<file path="src/rtl/comm_response_rx_pkg.sv">
// Shared definitions for the command-link receive path: baud constants,
// response codes, ASCII delimiters, FSM state types and the line classifier.
package comm_response_rx_pkg;

    // clk cycles per bit at 50 MHz
    localparam int BAUD_115200 = 434;
    localparam int BAUD_57600  = 868;
    localparam int BAUD_38400  = 1302;
    localparam int BAUD_19200  = 2604;
    localparam int BAUD_9600   = 5208;

    localparam logic [2:0] RESP_NONE     = 3'd0;
    localparam logic [2:0] RESP_OK       = 3'd1;
    localparam logic [2:0] RESP_ERROR    = 3'd2;
    localparam logic [2:0] RESP_OTHER    = 3'd3;
    localparam logic [2:0] RESP_OVERFLOW = 3'd4;
    localparam logic [2:0] RESP_TIMEOUT  = 3'd5;

    localparam logic [7:0] ASCII_CR = 8'h0D;
    localparam logic [7:0] ASCII_LF = 8'h0A;

    typedef enum logic [1:0] {
        UR_HUNT,
        UR_START,
        UR_DATA,
        UR_STOP
    } uart_rx_state_e;

    typedef enum logic [2:0] {
        LN_IDLE,
        LN_RECV,
        LN_DISCARD,
        LN_MATCH,
        LN_REPORT
    } line_state_e;

    // Classify a completed line from its length and first five bytes
    // (byte i lives in head[8*i +: 8]). Exact, case-sensitive match.
    function automatic logic [2:0] resp_classify(input logic [6:0] len, input logic [39:0] head);
        logic [2:0] code;
        if ((len == 7'd2) && (head[15:0] == 16'h4B4F)) begin
            code = RESP_OK;
        end else if ((len == 7'd5) && (head == 40'h52_4F_52_52_45)) begin
            code = RESP_ERROR;
        end else begin
            code = RESP_OTHER;
        end
        return code;
    endfunction

endpackage

</file>
<file path="src/rtl/comm_response_rx_uart_rx_core.sv">
// 8N1 UART receiver: 2-FF synchroniser, falling-edge start detection with
// mid-start glitch rejection, LSB-first data sampling at mid-bit and stop
// bit check. Emits registered single-cycle byte_valid / frame_err pulses.
module uart_rx_core
    import comm_response_rx_pkg::*;
#(
    parameter int BAUD = BAUD_115200
) (
    input  logic       clk,
    input  logic       rst,
    input  logic       rx,
    output logic [7:0] data,
    output logic       byte_valid,
    output logic       frame_err
);

    localparam logic [15:0] HALF_M1 = 16'(BAUD / 2 - 1);
    localparam logic [15:0] FULL_M1 = 16'(BAUD - 1);

    logic [2:0]     sync_r;
    logic           rx_s;
    logic           fall_s;
    uart_rx_state_e state_r, state_nx;
    logic [15:0]    cnt_r, cnt_nx;
    logic [2:0]     bit_r, bit_nx;
    logic [7:0]     shift_r, shift_nx;
    logic [7:0]     data_r, data_nx;
    logic           byte_valid_r, byte_valid_nx;
    logic           frame_err_r, frame_err_nx;

    // sync_r[1] is the synchronised line, sync_r[2] its previous value for edge detection
    assign rx_s   = sync_r[1];
    assign fall_s = sync_r[2] & ~sync_r[1];

    // Synchroniser; resets to the idle-high line level so no false start follows reset
    always_ff @(posedge clk or negedge rst) begin
        if (!rst) begin
            sync_r <= 3'b111;
        end else begin
            sync_r <= {sync_r[1:0], rx};
        end
    end

    // Bit-timing state register and output registers
    always_ff @(posedge clk or negedge rst) begin
        if (!rst) begin
            state_r      <= UR_HUNT;
            cnt_r        <= 16'd0;
            bit_r        <= 3'd0;
            shift_r      <= 8'd0;
            data_r       <= 8'd0;
            byte_valid_r <= 1'b0;
            frame_err_r  <= 1'b0;
        end else begin
            state_r      <= state_nx;
            cnt_r        <= cnt_nx;
            bit_r        <= bit_nx;
            shift_r      <= shift_nx;
            data_r       <= data_nx;
            byte_valid_r <= byte_valid_nx;
            frame_err_r  <= frame_err_nx;
        end
    end

    // Next-state, bit counter and sampling decisions
    always_comb begin
        state_nx      = state_r;
        cnt_nx        = cnt_r;
        bit_nx        = bit_r;
        shift_nx      = shift_r;
        data_nx       = data_r;
        byte_valid_nx = 1'b0;
        frame_err_nx  = 1'b0;
        case (state_r)
            UR_HUNT: begin
                if (fall_s) begin
                    state_nx = UR_START;
                    cnt_nx   = 16'd0;
                end else begin
                    cnt_nx   = 16'd0;
                end
            end
            UR_START: begin
                if (cnt_r == HALF_M1) begin
                    cnt_nx = 16'd0;
                    bit_nx = 3'd0;
                    if (rx_s) begin
                        state_nx = UR_HUNT;
                    end else begin
                        state_nx = UR_DATA;
                    end
                end else begin
                    cnt_nx = cnt_r + 16'd1;
                end
            end
            UR_DATA: begin
                if (cnt_r == FULL_M1) begin
                    cnt_nx   = 16'd0;
                    shift_nx = {rx_s, shift_r[7:1]};
                    if (bit_r == 3'd7) begin
                        state_nx = UR_STOP;
                    end else begin
                        bit_nx = bit_r + 3'd1;
                    end
                end else begin
                    cnt_nx = cnt_r + 16'd1;
                end
            end
            UR_STOP: begin
                if (cnt_r == FULL_M1) begin
                    cnt_nx   = 16'd0;
                    state_nx = UR_HUNT;
                    if (rx_s) begin
                        byte_valid_nx = 1'b1;
                        data_nx       = shift_r;
                    end else begin
                        frame_err_nx  = 1'b1;
                    end
                end else begin
                    cnt_nx = cnt_r + 16'd1;
                end
            end
            default: begin
                state_nx = UR_HUNT;
                cnt_nx   = 16'd0;
            end
        endcase
    end

    assign data       = data_r;
    assign byte_valid = byte_valid_r;
    assign frame_err  = frame_err_r;

endmodule

</file>
<file path="src/rtl/comm_response_rx.sv">
// Receive side of the command link: collects LF-terminated ASCII lines from
// the UART into a line buffer, classifies them (OK / ERROR / OTHER, or
// OVERFLOW / TIMEOUT) and holds the result until the controller acks.
module comm_response_rx
    import comm_response_rx_pkg::*;
#(
    parameter int BAUD     = BAUD_115200,
    parameter int LINE_MAX = 32,
    parameter int TIMEOUT  = 50000000
) (
    input  logic       clk,
    input  logic       rst,
    input  logic       rx,
    output logic       resp_valid,
    output logic [2:0] resp_code,
    output logic [5:0] resp_len,
    input  logic       resp_ack,
    input  logic [5:0] rd_addr,
    output logic [7:0] rd_data,
    output logic       frame_err,
    output logic       overrun
);

    localparam int          AW         = $clog2(LINE_MAX);
    localparam logic [6:0]  LINE_MAX_W = 7'(LINE_MAX);
    localparam logic [26:0] TMO_LOAD   = 27'(TIMEOUT);

    logic [7:0]  rx_data_s;
    logic        byte_valid_s;
    logic        frame_err_s;
    logic        is_cr_s;
    logic        is_lf_s;

    line_state_e state_r, state_nx;
    logic [6:0]  wr_ptr_r, wr_ptr_nx;
    logic [26:0] tmo_r, tmo_nx;
    logic        valid_r, valid_nx;
    logic [2:0]  code_r, code_nx;
    logic [5:0]  len_r, len_nx;
    logic        overrun_r, overrun_nx;
    logic        buf_we_s;
    logic [39:0] head_r;
    logic [7:0]  buf_r [LINE_MAX];
    logic [7:0]  rd_data_r;

    uart_rx_core #(.BAUD(BAUD)) u_uart_rx_core (
        .clk        (clk),
        .rst        (rst),
        .rx         (rx),
        .data       (rx_data_s),
        .byte_valid (byte_valid_s),
        .frame_err  (frame_err_s)
    );

    assign is_cr_s = (rx_data_s == ASCII_CR);
    assign is_lf_s = (rx_data_s == ASCII_LF);

    // Upper read-address bits are meaningless for shallow buffers
    generate
        if (AW < 6) begin : g_rd_addr_hi
            logic unused_rd_addr_s;
            assign unused_rd_addr_s = ^rd_addr[5:AW];
        end
    endgenerate

    // Line FSM state and response/pointer/timeout registers
    always_ff @(posedge clk or negedge rst) begin
        if (!rst) begin
            state_r   <= LN_IDLE;
            wr_ptr_r  <= 7'd0;
            tmo_r     <= 27'd0;
            valid_r   <= 1'b0;
            code_r    <= RESP_NONE;
            len_r     <= 6'd0;
            overrun_r <= 1'b0;
        end else begin
            state_r   <= state_nx;
            wr_ptr_r  <= wr_ptr_nx;
            tmo_r     <= tmo_nx;
            valid_r   <= valid_nx;
            code_r    <= code_nx;
            len_r     <= len_nx;
            overrun_r <= overrun_nx;
        end
    end

    // Line assembly, classification, timeout and handshake decisions
    always_comb begin
        state_nx   = state_r;
        wr_ptr_nx  = wr_ptr_r;
        tmo_nx     = tmo_r;
        valid_nx   = valid_r;
        code_nx    = code_r;
        len_nx     = len_r;
        overrun_nx = overrun_r;
        buf_we_s   = 1'b0;
        case (state_r)
            LN_IDLE: begin
                // blank lines (bare CR/LF) never start a line
                if (byte_valid_s && !is_cr_s && !is_lf_s) begin
                    buf_we_s  = 1'b1;
                    wr_ptr_nx = 7'd1;
                    tmo_nx    = TMO_LOAD;
                    state_nx  = LN_RECV;
                end else begin
                    state_nx  = LN_IDLE;
                end
            end
            LN_RECV: begin
                if (byte_valid_s) begin
                    tmo_nx = TMO_LOAD;
                    if (is_cr_s) begin
                        state_nx = LN_RECV;
                    end else if (is_lf_s) begin
                        state_nx = LN_MATCH;
                    end else if (wr_ptr_r < LINE_MAX_W) begin
                        buf_we_s  = 1'b1;
                        wr_ptr_nx = wr_ptr_r + 7'd1;
                    end else begin
                        state_nx = LN_DISCARD;
                    end
                end else if (tmo_r == 27'd0) begin
                    code_nx  = RESP_TIMEOUT;
                    len_nx   = wr_ptr_r[5:0];
                    valid_nx = 1'b1;
                    state_nx = LN_REPORT;
                end else begin
                    tmo_nx = tmo_r - 27'd1;
                end
            end
            LN_DISCARD: begin
                if (byte_valid_s && is_lf_s) begin
                    code_nx  = RESP_OVERFLOW;
                    len_nx   = LINE_MAX_W[5:0];
                    valid_nx = 1'b1;
                    state_nx = LN_REPORT;
                end else begin
                    state_nx = LN_DISCARD;
                end
            end
            LN_MATCH: begin
                code_nx  = resp_classify(wr_ptr_r, head_r);
                len_nx   = wr_ptr_r[5:0];
                valid_nx = 1'b1;
                state_nx = LN_REPORT;
            end
            LN_REPORT: begin
                // ack wins over a simultaneous byte, which is still flagged as overrun
                if (resp_ack) begin
                    valid_nx   = 1'b0;
                    code_nx    = RESP_NONE;
                    len_nx     = 6'd0;
                    wr_ptr_nx  = 7'd0;
                    overrun_nx = byte_valid_s;
                    state_nx   = LN_IDLE;
                end else if (byte_valid_s) begin
                    overrun_nx = 1'b1;
                end else begin
                    state_nx   = LN_REPORT;
                end
            end
            default: begin
                state_nx  = LN_IDLE;
                wr_ptr_nx = 7'd0;
                valid_nx  = 1'b0;
            end
        endcase
    end

    // Line buffer write port (inferred RAM, contents not reset)
    always_ff @(posedge clk) begin
        if (buf_we_s) begin
            buf_r[wr_ptr_r[AW-1:0]] <= rx_data_s;
        end
    end

    // Registered buffer read port
    always_ff @(posedge clk or negedge rst) begin
        if (!rst) begin
            rd_data_r <= 8'd0;
        end else begin
            rd_data_r <= buf_r[rd_addr[AW-1:0]];
        end
    end

    // Shadow copy of the first five bytes so the classifier needs no RAM ports
    always_ff @(posedge clk or negedge rst) begin
        if (!rst) begin
            head_r <= 40'd0;
        end else if (buf_we_s && (wr_ptr_r < 7'd5)) begin
            head_r[{wr_ptr_r[2:0], 3'b000} +: 8] <= rx_data_s;
        end
    end

    assign resp_valid = valid_r;
    assign resp_code  = code_r;
    assign resp_len   = len_r;
    assign overrun    = overrun_r;
    assign rd_data    = rd_data_r;
    assign frame_err  = frame_err_s;

endmodule

</file>
<file path="config.mk">
export PLATFORM = sky130hd
export DESIGN_NAME = comm_response_rx
export DESIGN_NICKNAME = d
export VERILOG_FILES = /design/src/rtl/comm_response_rx_pkg.sv /design/src/rtl/comm_response_rx_uart_rx_core.sv /design/src/rtl/comm_response_rx.sv
export SDC_FILE = /design/constraint.sdc
export NUM_CORES = 1
export LEC_CHECK = 0
export ABC_AREA = 1
export BUFFER_PORTS_ARGS = -buffer_cell sky130_fd_sc_hd__buf_2
export CAP_MARGIN = 15
export CORE_ASPECT_RATIO = 0.8
export CORE_MARGIN = 3
export CORE_UTILIZATION = 55
export DETAILED_ROUTE_END_ITERATION = 12
export GPL_TIMING_DRIVEN = 1
export HOLD_SLACK_MARGIN = 0.15
export PLACE_DENSITY = 0.71
export SETUP_SLACK_MARGIN = 0.5
export SYNTH_ARGS = -nofsm -noshare
export SYNTH_HDL_FRONTEND = slang
export SYNTH_SLANG_ARGS = --single-unit
</file>
<file path="constraint.sdc">
create_clock -name clk -period 2.9 [get_ports clk]
set_input_delay 0.58 -clock clk [delete_from_list [all_inputs] [get_ports clk]]
set_output_delay 0.58 -clock clk [all_outputs]
set_load 0.03 [all_outputs]
</file>
Word level (Yosys, flattened, before mapping)
Memory sizes are Yosys's and may differ from the RTL's. A register that Yosys moved wholly into a read port is not among the register bits.
Cells that the tools add are included.

cells by class
  reductions and logical operators = 28
  multiplexer cells = 69
  bitwise logic cells = 4
  shift-type cells = 2
  $add $sub $neg = 5
  eq/ne operators = 35
  $lt $le $gt $ge = 2

operator list
  cell                      count
  $mux W27                  3
  $pmux W27 S2              1
  $pmux W16 S3              1
  $mux W3                   15
  $mux W7                   6
  $bwmux W40                1
  $eq A40 B39 Y1 const B    1
  $shift A8 B8 Y40 const A  1
  $shiftx A8 B8 Y40         1
  $mux W16                  2
  $pmux W7 S4               1
  $logic_not A27 Y1         1
  $sub A27 B1 Y27 const B   1
  $mux W6                   4
  $pmux W6 S4               1
  $mux W1                   21
  $ne A2 B2 Y1 const B      9
  $add A16 B1 Y16 const B   1
  $eq A16 B15 Y1 const B    1
  $eq A16 B8 Y1 const B     1
  $eq A16 B9 Y1 const B     1
  $eq A8 B4 Y1 const B      2
  $pmux W3 S5               1
  $reduce_and A5 Y1         3
  other kinds (35)          65

word-level totals
  memories kept = 1
  bits of input ports = 10
  memory bits (writable) = 256
  bits in registers = 130

memory list
  memory  depth  bits a word  rd ports  clocked after memory_dff  write ports  RTL line                RTL
  buf_r   32     8            1         1                         1            comm_response_rx.sv:43  logic [7:0] buf_r [LINE_MAX];

Depth between registers and ports, before layout
Gate-level depths: netlist (run 1).

  word-level depth = 8
  depth in mapped cells = 13
  gate-level depth less buffers = 12

Hierarchy
From an unflattened synthesis (run 1), not the netlist that was laid out.

unflattened totals
  cells, all modules = 1,942
  area, all modules = 18,189.9 µm²

by module, submodules not included
  module            seq. area each (µm²)  instances  cells each  area each (µm²)
  comm_response_rx  10,089.7              1          1,704       16,081.7
  uart_rx_core      1,054.8               1          238         2,108.3

Worst setup path after synthesis (run 1)
OpenSTA, ideal clock, no wires.

  path kind = reg-to-reg
  start point = register u_uart_rx_core.data_r[6] (netlist: u_uart_rx_core.data[6])
  end point = memory buf_r[27][0] (enable)
  required time = 2.530 ns
  stages on the path, launching flop included = 12
  period minus slack after synthesis = 2.480 ns
  arrival time = 2.110 ns
  path slack = 0.420 ns
  cell sequence = dfrtp_1 inv_1 nand2_1 nor2_1 nand2_1 nand2_1 inv_2 nand3_2 nand2_4 buf_6 nand2_2 nor2_1

on the way
  word-level cells in the longest chain between the ends = 8
  elaborated cells between the ends (all ways) = 13
  those cells by class = eq/ne: 2; mux: 7; reduce/logical: 4

ends and longest elaborated chain
  what                               RTL line                             RTL
  from (decl)                        comm_response_rx_uart_rx_core.sv:27  logic [7:0] data_r, data_nx;
  from (signal assigned)             comm_response_rx_uart_rx_core.sv:59  data_r <= data_nx;
  $eq A8 B4 Y1                       comm_response_rx.sv:55               assign is_cr_s = (rx_data_s == ASCII_CR);
  $logic_not A1 Y1                   comm_response_rx.sv:100              if (byte_valid_s && !is_cr_s && !is_lf_s) begin
  $logic_and A1 B1 Y1 (2 in series)  comm_response_rx.sv:100
  $mux W1                            comm_response_rx.sv:100
  $pmux W1 S2 *                      comm_response_rx.sv:97               case (state_r)
  $mux W1 *                          comm_response_rx.sv:172              if (buf_we_s) begin
  $mux W1 (implied by the code) *    comm_response_rx.sv:173              buf_r[wr_ptr_r[AW-1:0]] <= rx_data_s;
  to (decl)                          comm_response_rx.sv:43

Mark *: on every way between the ends. The rest lies on a longest branch, timed or not.

Worst setup path in the final report (run 1)
  start point = register wr_ptr_r[1]
  end point = register head_r[21]

on the way
  word-level cells in the longest chain between the ends = 7
  elaborated cells between the ends (all ways) = 12
  those cells by class = add/sub: 1; order compare: 2; shift: 2; mux: 6; reduce/logical: 1

ends and longest elaborated chain
  what                             RTL line                 RTL
  from (decl)                      comm_response_rx.sv:35   logic [6:0] wr_ptr_r, wr_ptr_nx;
  from (signal assigned)           comm_response_rx.sv:78   wr_ptr_r <= wr_ptr_nx;
  $lt A7 B6 Y1                     comm_response_rx.sv:116  end else if (wr_ptr_r < LINE_MAX_W) begin
  $mux W1                          comm_response_rx.sv:116
  $mux W1                          comm_response_rx.sv:114  end else if (is_lf_s) begin
  $mux W1                          comm_response_rx.sv:112  if (is_cr_s) begin
  $mux W1                          comm_response_rx.sv:110  if (byte_valid_s) begin
  $pmux W1 S2                      comm_response_rx.sv:97
  $logic_and A1 B1 Y1              comm_response_rx.sv:190  end else if (buf_we_s && (wr_ptr_r < 7'd5)) begin
  to (signal, indexed assignment)  comm_response_rx.sv:191  head_r[{wr_ptr_r[2:0], 3'b000} +: 8] <= rx_data_s;
  to (decl)                        comm_response_rx.sv:42   logic [39:0] head_r;

Several ways; a longest one is shown, not always the timed one.
A chain may end at the register's enable or synchronous reset.

==> results of run 1 <==
[metal layers]
layer  up-vias  global-route usage (%)  wire, um  share of wire [%]
li1       6512                       -         -                  -
met1      6382                    35.1     18900                 45
met2       431                    37.9     19300                 46
met3        69                    3.41      2480                6.0
met4         0                    6.56       937                2.2
met5         -                       0         0                  0
[sequential cells by signal, indices dropped and copies added, names as in the netlist, 3 cells and up, named ones only]
name / cells
u_uart_rx_core.cnt_r: 16
u_uart_rx_core.bit_r: 3
head_r: 40
u_uart_rx_core.data: 8
resp_len: 6
wr_ptr_r: 7
state_r: 3
resp_code: 3
rd_data: 8
u_uart_rx_core.sync_r: 3
u_uart_rx_core.shift_r: 8
tmo_r: 27
buf_r: 256
[critical path, cell delays in order, from the launching register on]
cell and delay [ps]:
dfrtp_1 510, inv_2 100, ha_1 220, ha_1 410, nand2_1 210, nor2_2 410, nand3_4 170, nand2_1 120
nand2_1 60
[timing repair]
| item | in CTS | in global routing |
|---|---|---|
| pin swaps | 1 | 1 |
| setup endpoints to repair | 14 | 287 |
| hold buffers | 2 | 0 |
| buffers inserted | 0 | 6 |
| hold endpoints to repair | 45 | 0 |
| resized for setup | 1 | 4 |
[cells in the mapped netlist, drive strengths merged]
cell type	n	area (um2)
or2	5	31.3
buf	39	275
a21oi	80	404
ha	12	150
o31ai	33	248
dfrtp	135	3380
edfxtp	256	7690
o21bai	2	15.0
and3	1	6.26
clkinv	1	3.75
nand2	563	2130
nand4	69	432
nand3b	6	48.8
and2	1	6.26
o21ai	88	440
dfstp	3	78.8
nor3	26	163
xor2	4	35.0
nand3	144	798
clkbuf	46	174
nor3b	1	7.51
xnor2	5	43.8
nor4	1	21.3
inv	109	409
nor2	265	1020
[per-stage QoR]
| stage | utilization (%) | hold slack (ps) | worst slack, ps |
|---|---|---|---|
| after floorplan | - | 284 | 528 |
| after global placement | 59.0 | 348 | 475 |
| after detailed placement | 59.0 | 348 | 404 |
| after CTS | 62.9 | 344 | 527 |
| after global routing | 63.1 | 364 | 436 |
| final | 63.1 | 355 | 577 |
[power breakdown]
part           switching (mW)  internal (mW)  leakage [nW]  total (mW)
clock                    2.09           2.80         0.598        4.90
combinational           0.450          0.173          3.92       0.622
sequential             0.0312           5.97          3.63        6.00
[final timing paths]
check / startpoint / endpoint / depth (start not counted)
worst max register to register: wr_ptr_r[1]$_DFFE_PN0P_ / head_r[21]$_DFFE_PN0P_ / 8
worst min-delay path: u_uart_rx_core.sync_r[0]$_DFF_PN1_ / u_uart_rx_core.sync_r[1]$_DFF_PN1_ / 0
max in group asynchronous: rst / head_r[11]$_DFFE_PN0P_ / 3
worst min register to register: u_uart_rx_core.sync_r[0]$_DFF_PN1_ / u_uart_rx_core.sync_r[1]$_DFF_PN1_ / 0
worst max-delay path: wr_ptr_r[1]$_DFFE_PN0P_ / head_r[21]$_DFFE_PN0P_ / 8
min in group asynchronous: rst / rd_data[2]$_DFF_PN0_ / 2
[cell type report]
type                            count  area [um2]  area share (%)
Timing Repair Buffer               98         767            3.82
Clock inverter                     20         148           0.734
Tap cell                          420         526            2.61
Inverter                          110         422            2.10
Sequential cell                   394       11200            55.5
Clock buffer                       53        1080            5.38
Multi-Input combinational cell   1306        6010            29.9
[cells in the final DEF (no fill, tap or decap), types with 5 or more instances in the layout]
cell type  count
a21oi_1       79
buf_12         7
buf_2         26
buf_4         62
clkbuf_1      11
clkbuf_16     41
clkinv_1      11
clkinv_2       6
dfrtp_1      129
dfrtp_2        6
edfxtp_1     256
ha_1          12
inv_1        102
nand2_1      556
nand2_2        5
nand3_1      136
nand3_4        5
nand3b_1       5
nand4_1       69
nor2_1       258
nor2_2         6
nor3_1        22
o21ai_0       66
o21ai_1       22
o31ai_1       33
or2_2          5
xnor2_1        5
[cell families (layout without fill, tap and decap cells)]
kind of cell / Yosys count / count (layout) / synth area share (%)
DFF: 394 / 394 / 61.9
and+or+nand+nor: 1082 / 1082 / 25.9
xor gates and xnor gates: 9 / 9 / 0.438
AOI/OAI and AO/OA: 203 / 203 / 6.15
buffers and inverters: 195 / 281 / 4.79
adders and majority gates: 12 / 12 / 0.834
==> impl_metrics.py, run 1 <==
metrics = {
    "final_layout": {
        "antenna_cells": 0,
        "finalNetCount": 1972,
        "areaGrowthSynthToFinish_pct": 11.6,
        "drive_gt1_share_pct": 9.99,
        "stdcell_count": 2401,
        "final_area_um2": 20100,
        "fill_cells": 2599,
    },
    "power_and_ir_drop": {
        "p_per_area_nw_per_um2": 573,
        "irDropWorstVdd_v": 0.000450,
        "cellLeakagePower_nw": 8.15,
        "p_total_mw": 11.5,
    },
    "clock_network": {
        "cts_root_buffer": "clkbuf_16",
        "clockBufferDepth": 3,
        "cts.htree.levels": 2,
        "clock_latency_ps": 540,
        "clk_pin_slew_ps": 60,
        "cts_num_sinks": 394,
        "cts_tree": "yes",
        "cts_inserted_buffers": 40,
    },
    "detailed_routing": {
        "vias": 13400,
        "viasPerCell": 5.58,
        "antenna_left": 0,
        "wl_per_cell_um": 17.4,
        "drt-pass1-iter-count": 6,
        "drc": 0,
        "wirelength_mm": 41.7,
        "drt-initial-drc-count": 1369,
    },
    "floorplan": {
        "fp-row-count": 58,
        "core_um2": 31900,
        "io_pins": 30,
        "fp.dieArea_um2": 35000,
        "fp.dieH_um": 168,
        "start_util_pct": 56.5,
        "die_x_um": 208,
    },
    "timing": {
        "hold_viol_final": 0,
        "tightest_slew_ps": 706,
        "finalSetupTns_ps": 0,
        "maxSlewHeadroom_pct": 52.7,
        "setup_viol": 0,
        "finClkSkew_ps": 24.2,
        "fin_crit_ps": 2320,
        "min_period_over_period_pct": 80.1,
        "finalMaxSlewViolations": 0,
        "max_freq_mhz": 430,
        "rsz0062_at_grt": "true",
    },
    "critical_path": {
        "worstPathRequired_ps": 3310,
        "crit_type": "flip-flop to flip-flop",
        "cp-start-kind": "flip-flop",
        "crit_path_end_kind": "flip-flop",
        "critPathMaxFanout": 9,
        "worstPathArrival_ps": 2730,
        "r2r_slack_ps": 580,
    },
    "synth": {
        "synth_seq_cells": 394,
        "yosysUniqueCellTypes": 40,
        "synthesis.area_um2": 18000,
        "syn_avg_cell_area_um2": 9.50,
        "yosysSeqAreaShare_pct": 61.9,
        "syn_inst": 1895,
        "yosys_warnings": 0,
        "syn_nets": 1917,
    },
    "run": {
        "cap_violations": 0,
    },
    "global_routing": {
        "grt_pass1_vias": 12800,
        "grt_util_all_layers_pct": 23.9,
        "antenna_found_initial": 0,
        "grt.overflow.total": 0,
        "grt_max_degree": 129,
        "grt_pass1_wl_mm": 67.5,
    },
    "place": {
        "place_congestion": 0.883,
        "postPlaceCellArea_um2": 18800,
        "portBuffers": 28,
        "dp.cells": 2320,
        "place_hpwl_mm": 25.5,
    },
    "run_status": {
        "status": "finished, final reports clean",
    },
    "hold_path": {
        "hold_path_class": "flip-flop to flip-flop",
    },
}
(Power assumes the default switching activity.)
==> inputs of run 2 (changes only) <==
--- a/config.mk
+++ b/config.mk
@@ -14,7 +14,7 @@
 export DETAILED_ROUTE_END_ITERATION = 12
 export GPL_TIMING_DRIVEN = 1
 export HOLD_SLACK_MARGIN = 0.15
-export PLACE_DENSITY = 0.71
+export PLACE_DENSITY = 0.74
 export SETUP_SLACK_MARGIN = 0.5
 export SYNTH_ARGS = -nofsm -noshare
 export SYNTH_HDL_FRONTEND = slang
==> constraint.sdc (replaced) <==
create_clock -name clk -period 2.05 [get_ports clk]
set_input_delay 0.41 -clock clk [delete_from_list [all_inputs] [get_ports clk]]
set_output_delay 0.41 -clock clk [all_outputs]
set_load 0.03 [all_outputs]
==> impl_metrics.py, run 2 (synthesis results as in run 1) <==
metrics = {
    "place": {
        "place_congestion": 0.908,
        "place_hpwl_mm": 26.7,
        "portBuffers": 28,
        "dp_slack_ps": -94.7,
    },
    "critical_path": {
        "path_common_cell": "nand2_2",
        "crit_path_end_kind": "flip-flop",
        "cp-start-kind": "flip-flop",
        "crit_buf_inv": 3,
        "worstPathRequired_ps": 2350,
        "worstPathArrival_ps": 2230,
        "critPathMaxFanout": 8,
        "worst_path_largest_cell_delay_ps": 470,
        "crit_type": "flip-flop to flip-flop",
        "crit_chain": "inv_2 -> nand2_2 -> nor2_4 -> nand2_2 -> nand2_2 -> inv_4 -> nand3_4 -> nand2_8 -> nand2_8 -> nor2_4 -> buf_12",
        "slowest_stage": "dfrtp_4",
        "critPathTopFamily": "simple AND/OR/NAND/NOR gates",
    },
    "floorplan": {
        "start_util_pct": 56.5,
        "fp.dieArea_um2": 35000,
        "fp.dieH_um": 168,
        "die_x_um": 208,
        "io_pins": 30,
        "core_um2": 31900,
        "fp-row-count": 58,
    },
    "global_routing": {
        "grt_max_degree": 66,
        "grt.overflow.total": 0,
        "grt_util_all_layers_pct": 25.2,
        "grt_pass1_vias": 13500,
        "antenna_found_initial": 0,
        "grt_pass1_wl_mm": 71.3,
    },
    "detailed_routing": {
        "drt-pass1-iter-count": 5,
        "wl_per_cell_um": 18.8,
        "drc": 0,
        "vias": 14400,
        "drt-initial-drc-count": 1933,
        "wirelength_mm": 46.4,
        "antenna_left": 0,
        "viasPerCell": 5.80,
    },
    "timing": {
        "rsz0062_at_grt": "true",
        "setup_viol": 0,
        "tightest_slew_ps": 518,
        "finClkSkew_ps": 24.9,
        "fin_ws_ps": 117,
        "finalMaxSlewViolations": 0,
        "hold_viol_final": 0,
        "maxSlewHeadroom_pct": 65.2,
        "max_freq_mhz": 517,
        "min_period_over_period_pct": 94.3,
        "fin_crit_ps": 1930,
    },
    "clock_network": {
        "cts_tree": "yes",
        "cts.htree.levels": 2,
        "cts_root_buffer": "clkbuf_16",
        "clk_pin_slew_ps": 60,
        "cts_inserted_buffers": 41,
        "clock_latency_ps": 550,
        "clockBufferDepth": 3,
        "cts_num_sinks": 394,
    },
    "final_layout": {
        "layout.core_utilization_pct": 69.3,
        "finalNetCount": 2046,
        "largest_reg_flops": 256,
        "areaGrowthSynthToFinish_pct": 22.5,
        "drive_gt1_share_pct": 20.5,
        "final_cell_mix": "535 x nand2_1, 256 x edfxtp_1, 196 x nor2_1",
        "final_common_cell": "nand2_1",
        "antenna_cells": 0,
    },
    "power_and_ir_drop": {
        "irDropWorstVdd_v": 0.000556,
        "cellLeakagePower_nw": 8.81,
        "p_per_area_nw_per_um2": 799,
    },
    "run_status": {
        "status": "finished, final reports clean",
    },
    "hold_path": {
        "hold_path_class": "primary input to flip-flop",
    },
    "run": {
        "cap_violations": 0,
    },
}
-- run 2: worst paths after layout --
kind,startpoint,to,slack (ps),cells after the start
hold reg to reg,u_uart_rx_core.sync_r[0]$_DFF_PN1_,u_uart_rx_core.sync_r[1]$_DFF_PN1_,350,0
setup / recovery,u_uart_rx_core.data[6]$_DFFE_PN0P_,buf_r[0][0]$_DFFE_PP_,120,11
min in group asynchronous,rst,head_r[31]$_DFFE_PN0P_,370,2
hold / removal,resp_ack,overrun$_DFFE_PN0P_,310,4
max in group asynchronous,rst,u_uart_rx_core.sync_r[0]$_DFF_PN1_,1060,3
setup reg to reg,u_uart_rx_core.data[6]$_DFFE_PN0P_,buf_r[0][0]$_DFFE_PP_,120,11
-- run 2: what timing repair did --
item / CTS / global route
hold buffers: 3 / 0
gates cloned: 1 / 4
pin swaps: 25 / 37
hold endpoints to repair: 43 / 0
setup endpoints to repair: 376 / 390
setup buffers: 25 / 32
gates resized for setup: 32 / 143
-- run 2: metrics by stage --
stage | setup TNS (ps) | total power, mW | hold WS, ps | std cells | instance area [um2]
global route | 0 | 18.1 | 303 | 2477 | 22100
global placement | -3.46 | 9.58 | 346 | 2336 | 19300
floorplan | -315 | 9.22 | 114 | 1895 | 18300
finish | 0 | 17.6 | 314 | 2477 | 22100
detailed placement | -3100 | 9.61 | 347 | 2336 | 19300
CTS | 0 | 17.4 | 234 | 2441 | 21200
-- run 2: cell type report --
| type | count | area (um2) |
|---|---|---|
| sequential | 394 | 11200 |
| tap | 420 | 526 |
| inverter | 110 | 423 |
| multi-input combinational | 1308 | 6860 |
| clock buffer | 58 | 1170 |
| timing repair buffer | 169 | 1640 |
| fill | 2218 | 9790 |
| clock inverter | 18 | 273 |
-- run 2: worst reg2reg max path, cell delays in order, from the launching register on --
cell,delay [ps]
dfrtp_4,470
inv_2,70
nand2_2,60
nor2_4,140
nand2_2,80
nand2_2,100
inv_4,60
nand3_4,120
nand2_8,130
nand2_8,220
nor2_4,70
buf_12,150
-- run 2: power by group --
group / internal (mW) / switching, mW / total (mW)
Combinational: 0.453 / 0.768 / 1.22
Sequential: 8.45 / 0.0498 / 8.49
Clock: 4.78 / 3.13 / 7.91
Total: 13.7 / 3.95 / 17.6
-- run 2: routing by layer --
metal | up-vias | GRT usage, % | routed length (um)
met3 | 112 | 3.37 | 3560
met4 | 0 | 6.94 | 1140
met2 | 649 | 40.3 | 22200
met5 | - | 0 | 0
li1 | 6682 | - | -
met1 | 6921 | 36.7 | 19500
==> inputs of run 3 (changes only) <==
--- a/config.mk
+++ b/config.mk
@@ -5,7 +5,6 @@
 export SDC_FILE = /design/constraint.sdc
 export NUM_CORES = 1
 export LEC_CHECK = 0
-export ABC_AREA = 1
 export BUFFER_PORTS_ARGS = -buffer_cell sky130_fd_sc_hd__buf_2
 export CAP_MARGIN = 15
 export CORE_ASPECT_RATIO = 0.8
==> impl_metrics.py, run 3 <==
metrics = {
    "timing": {
        "finClkSkew_ps": 19.2,
        "fin_ws_ps": -310,
        "maxSlewHeadroom_pct": 64.0,
        "fin_crit_ps": 2360,
        "hold_viol_final": 0,
        "setup_viol": 365,
        "finalMaxSlewViolations": 0,
        "rsz0062_at_grt": "true",
        "min_period_over_period_pct": 115,
        "max_freq_mhz": 424,
        "tightest_slew_ps": 540,
        "hold_ws_ps": 272,
    },
    "clock_network": {
        "cts_tree": "yes",
        "cts_root_buffer": "clkbuf_16",
        "clock_latency_ps": 540,
        "cts_num_sinks": 394,
        "clockBufferDepth": 3,
        "cts_inserted_buffers": 39,
        "cts.htree.levels": 2,
        "clk_pin_slew_ps": 60,
    },
    "critical_path": {
        "startpoint": "state_r[1]$_DFFE_PN0P_",
        "crit_type": "flip-flop to flip-flop",
        "worstSetupEndpoint": "tmo_r[23]$_DFFE_PN0P_",
        "cp-start-kind": "flip-flop",
        "r2r_slack_ps": -310,
        "worstPathRequired_ps": 2470,
        "critPathMaxFanout": 3,
        "worstPathArrival_ps": 2770,
        "crit_path_end_kind": "flip-flop",
        "r2r-start": "state_r[1]$_DFFE_PN0P_",
        "rr_worst_depth": 5,
        "rr_endpoint": "tmo_r[23]$_DFFE_PN0P_",
    },
    "place": {
        "portBuffers": 28,
        "place_congestion": 0.794,
        "place_hpwl_mm": 22.6,
    },
    "synth": {
        "synth_area_leaders": "edfxtp_1 46%, dfrtp_1 20%, mux4_2 11%, mux2_2 4.5%, nor2_1 2.4%",
        "synth_seq_cells": 394,
        "synthTopCellsByCount": "256 x edfxtp_1, 135 x dfrtp_1, 108 x nor2_1",
        "synth_top_area_cell": "edfxtp_1",
        "yosysUniqueCellTypes": 77,
        "synthesis.area_um2": 16600,
        "syn_inst": 1030,
        "synthArstFlopShare_pct": 35.0,
        "syn_nets": 1052,
        "yosysSeqAreaShare_pct": 67.1,
        "yosysMostFrequentCell": "edfxtp_1",
        "ys.flop_type": "edfxtp_1",
        "synth_edf_count": 256,
        "syn_avg_cell_area_um2": 16.1,
        "yosys_warnings": 0,
        "synth_top_area_share_pct": 46.3,
    },
    "global_routing": {
        "grt_pass1_vias": 11000,
        "grt_util_all_layers_pct": 26.0,
        "grt_max_degree": 39,
        "grt_pass1_wl_mm": 64.9,
        "grt.overflow.total": 0,
        "antenna_found_initial": 2,
    },
    "floorplan": {
        "die_x_um": 200,
        "core_um2": 29500,
        "fp.dieArea_um2": 32300,
        "start_util_pct": 56.3,
        "fp.dieH_um": 161,
        "fp-row-count": 56,
        "io_pins": 30,
    },
    "final_layout": {
        "layout.core_utilization_pct": 74.5,
        "multi_input_area_um2": 6290,
        "final_common_cell": "edfxtp_1",
        "fill_cells": 1573,
        "finalNetCount": 1303,
        "areaGrowthSynthToFinish_pct": 32.3,
        "largest_reg_flops": 256,
        "drive_gt1_share_pct": 46.8,
        "seqCellArea_um2": 11200,
        "final_cell_mix": "256 x edfxtp_1, 127 x dfrtp_1, 116 x buf_4",
    },
    "run_status": {
        "status": "finished with violations",
        "violations": "setup timing",
    },
    "hold_path": {
        "hold_path_class": "primary input to flip-flop",
    },
    "run": {
        "cap_violations": 0,
    },
    "detailed_routing": {
        "wirelength_mm": 44.8,
        "drt-initial-drc-count": 1262,
        "vias": 10900,
        "antenna_left": 0,
        "drt-pass1-iter-count": 5,
        "wl_per_cell_um": 26.1,
        "drc": 0,
        "viasPerCell": 6.33,
    },
    "power_and_ir_drop": {
        "p_per_area_nw_per_um2": 712,
        "cellLeakagePower_nw": 7.72,
        "irDropWorstVdd_v": 0.000703,
    },
}
==> run 3: cell types whose count changed after synthesis, sizes merged, moves of 13 or more <==
cell    delta
mux4      +80
buf       -22
nand3    -121
o31ai     -23
or4       +13
inv       -85
nand2    -529
clkbuf    -22
nor2     -157
o21ai     -70
a21oi     -63
mux2      +68
nand4     -57
nand2b    +15
==> run 3: cell type report <==
| cell class | count | share of cell area (%) |
|---|---|---|
| antenna | 1 | 0.0114 |
| clock buffer | 52 | 4.76 |
| clock inverter | 19 | 0.655 |
| inverter | 24 | 0.433 |
| multi-input combinational | 573 | 28.6 |
| sequential | 394 | 50.8 |
| tap | 406 | 2.31 |
| timing repair buffer | 249 | 12.4 |
==> run 3: how the worst min path moves through the flow <==
stage / slack, ps / endpoint / from / depth (start not counted)
after CTS: 280 / head_r[22]$_DFFE_PN0P_ / rst / 2
after detailed placement: 280 / head_r[22]$_DFFE_PN0P_ / rst / 1
after global routing: 280 / overrun$_DFFE_PN0P_ / resp_ack / 3
final: 270 / overrun$_DFFE_PN0P_ / resp_ack / 3
after global placement: 280 / head_r[22]$_DFFE_PN0P_ / rst / 1
after floorplan: 110 / async pin / rst / 0
==> run 3: layer usage <==
| layer | routed length [um] | up-vias | share of wire (%) | global-route usage [%] |
|---|---|---|---|---|
| met5 | 0 | - | 0 | 0 |
| li1 | - | 4557 | - | - |
| met4 | 1130 | 0 | 2.5 | 7.65 |
| met1 | 17600 | 5600 | 39 | 36.4 |
| met2 | 22400 | 609 | 50 | 42.4 |
| met3 | 3630 | 107 | 8.1 | 4.80 |
==> run 3: through the flow <==
stage	worst slack, ps	total power, mW	cells	TNS (ps)	instance area, um2
3_3_place_gp	-259	8.88	1577	-29870	18900
4_1_cts	-246	15.6	1694	-6850	21400
6_report	-310	15.6	1718	-38040	22000
2_1_floorplan	-366	8.74	1030	-95590	16800
3_5_place_dp	-285	8.89	1577	-31240	18900
5_1_grt	-357	16.0	1717	-56060	22000
==> run 3: what timing repair did <==
action / 4_1_cts / 5_1_grt
endpoints found under the setup margin: 390 / 391
buffers inserted: 39 / 21
gates resized for setup: 179 / 92
hold endpoints to repair: 136 / 0
pin swaps: 96 / 41
cloned: 5 / 2
hold buffers: 2 / 0
==> run 3: cells by family after synthesis <==
family,synth area share (%)
XOR/XNOR,0.739
flip-flops,67.1
AND/OR/NAND/NOR,9.90
multiplexers,16.0
AO/OA/AOI/OAI,3.74
adder cells (fa/ha/maj),0.904
buffers and inverters,1.62
==> run 3: where the power goes <==
group / switching (mW) / total (mW) / internal [mW]
sequential: 0.0128 / 8.41 / 8.40
clock: 3.10 / 6.85 / 3.75
combinational: 0.213 / 0.372 / 0.158
total: 3.33 / 15.6 / 12.3
==> run 3: critical path: stages, from the launching register on <==
cell and delay (ps):
dfrtp_1 410, or4b_4 540, or4_4 550, o311ai_4 280, nor4_1 90, or3b_1 350
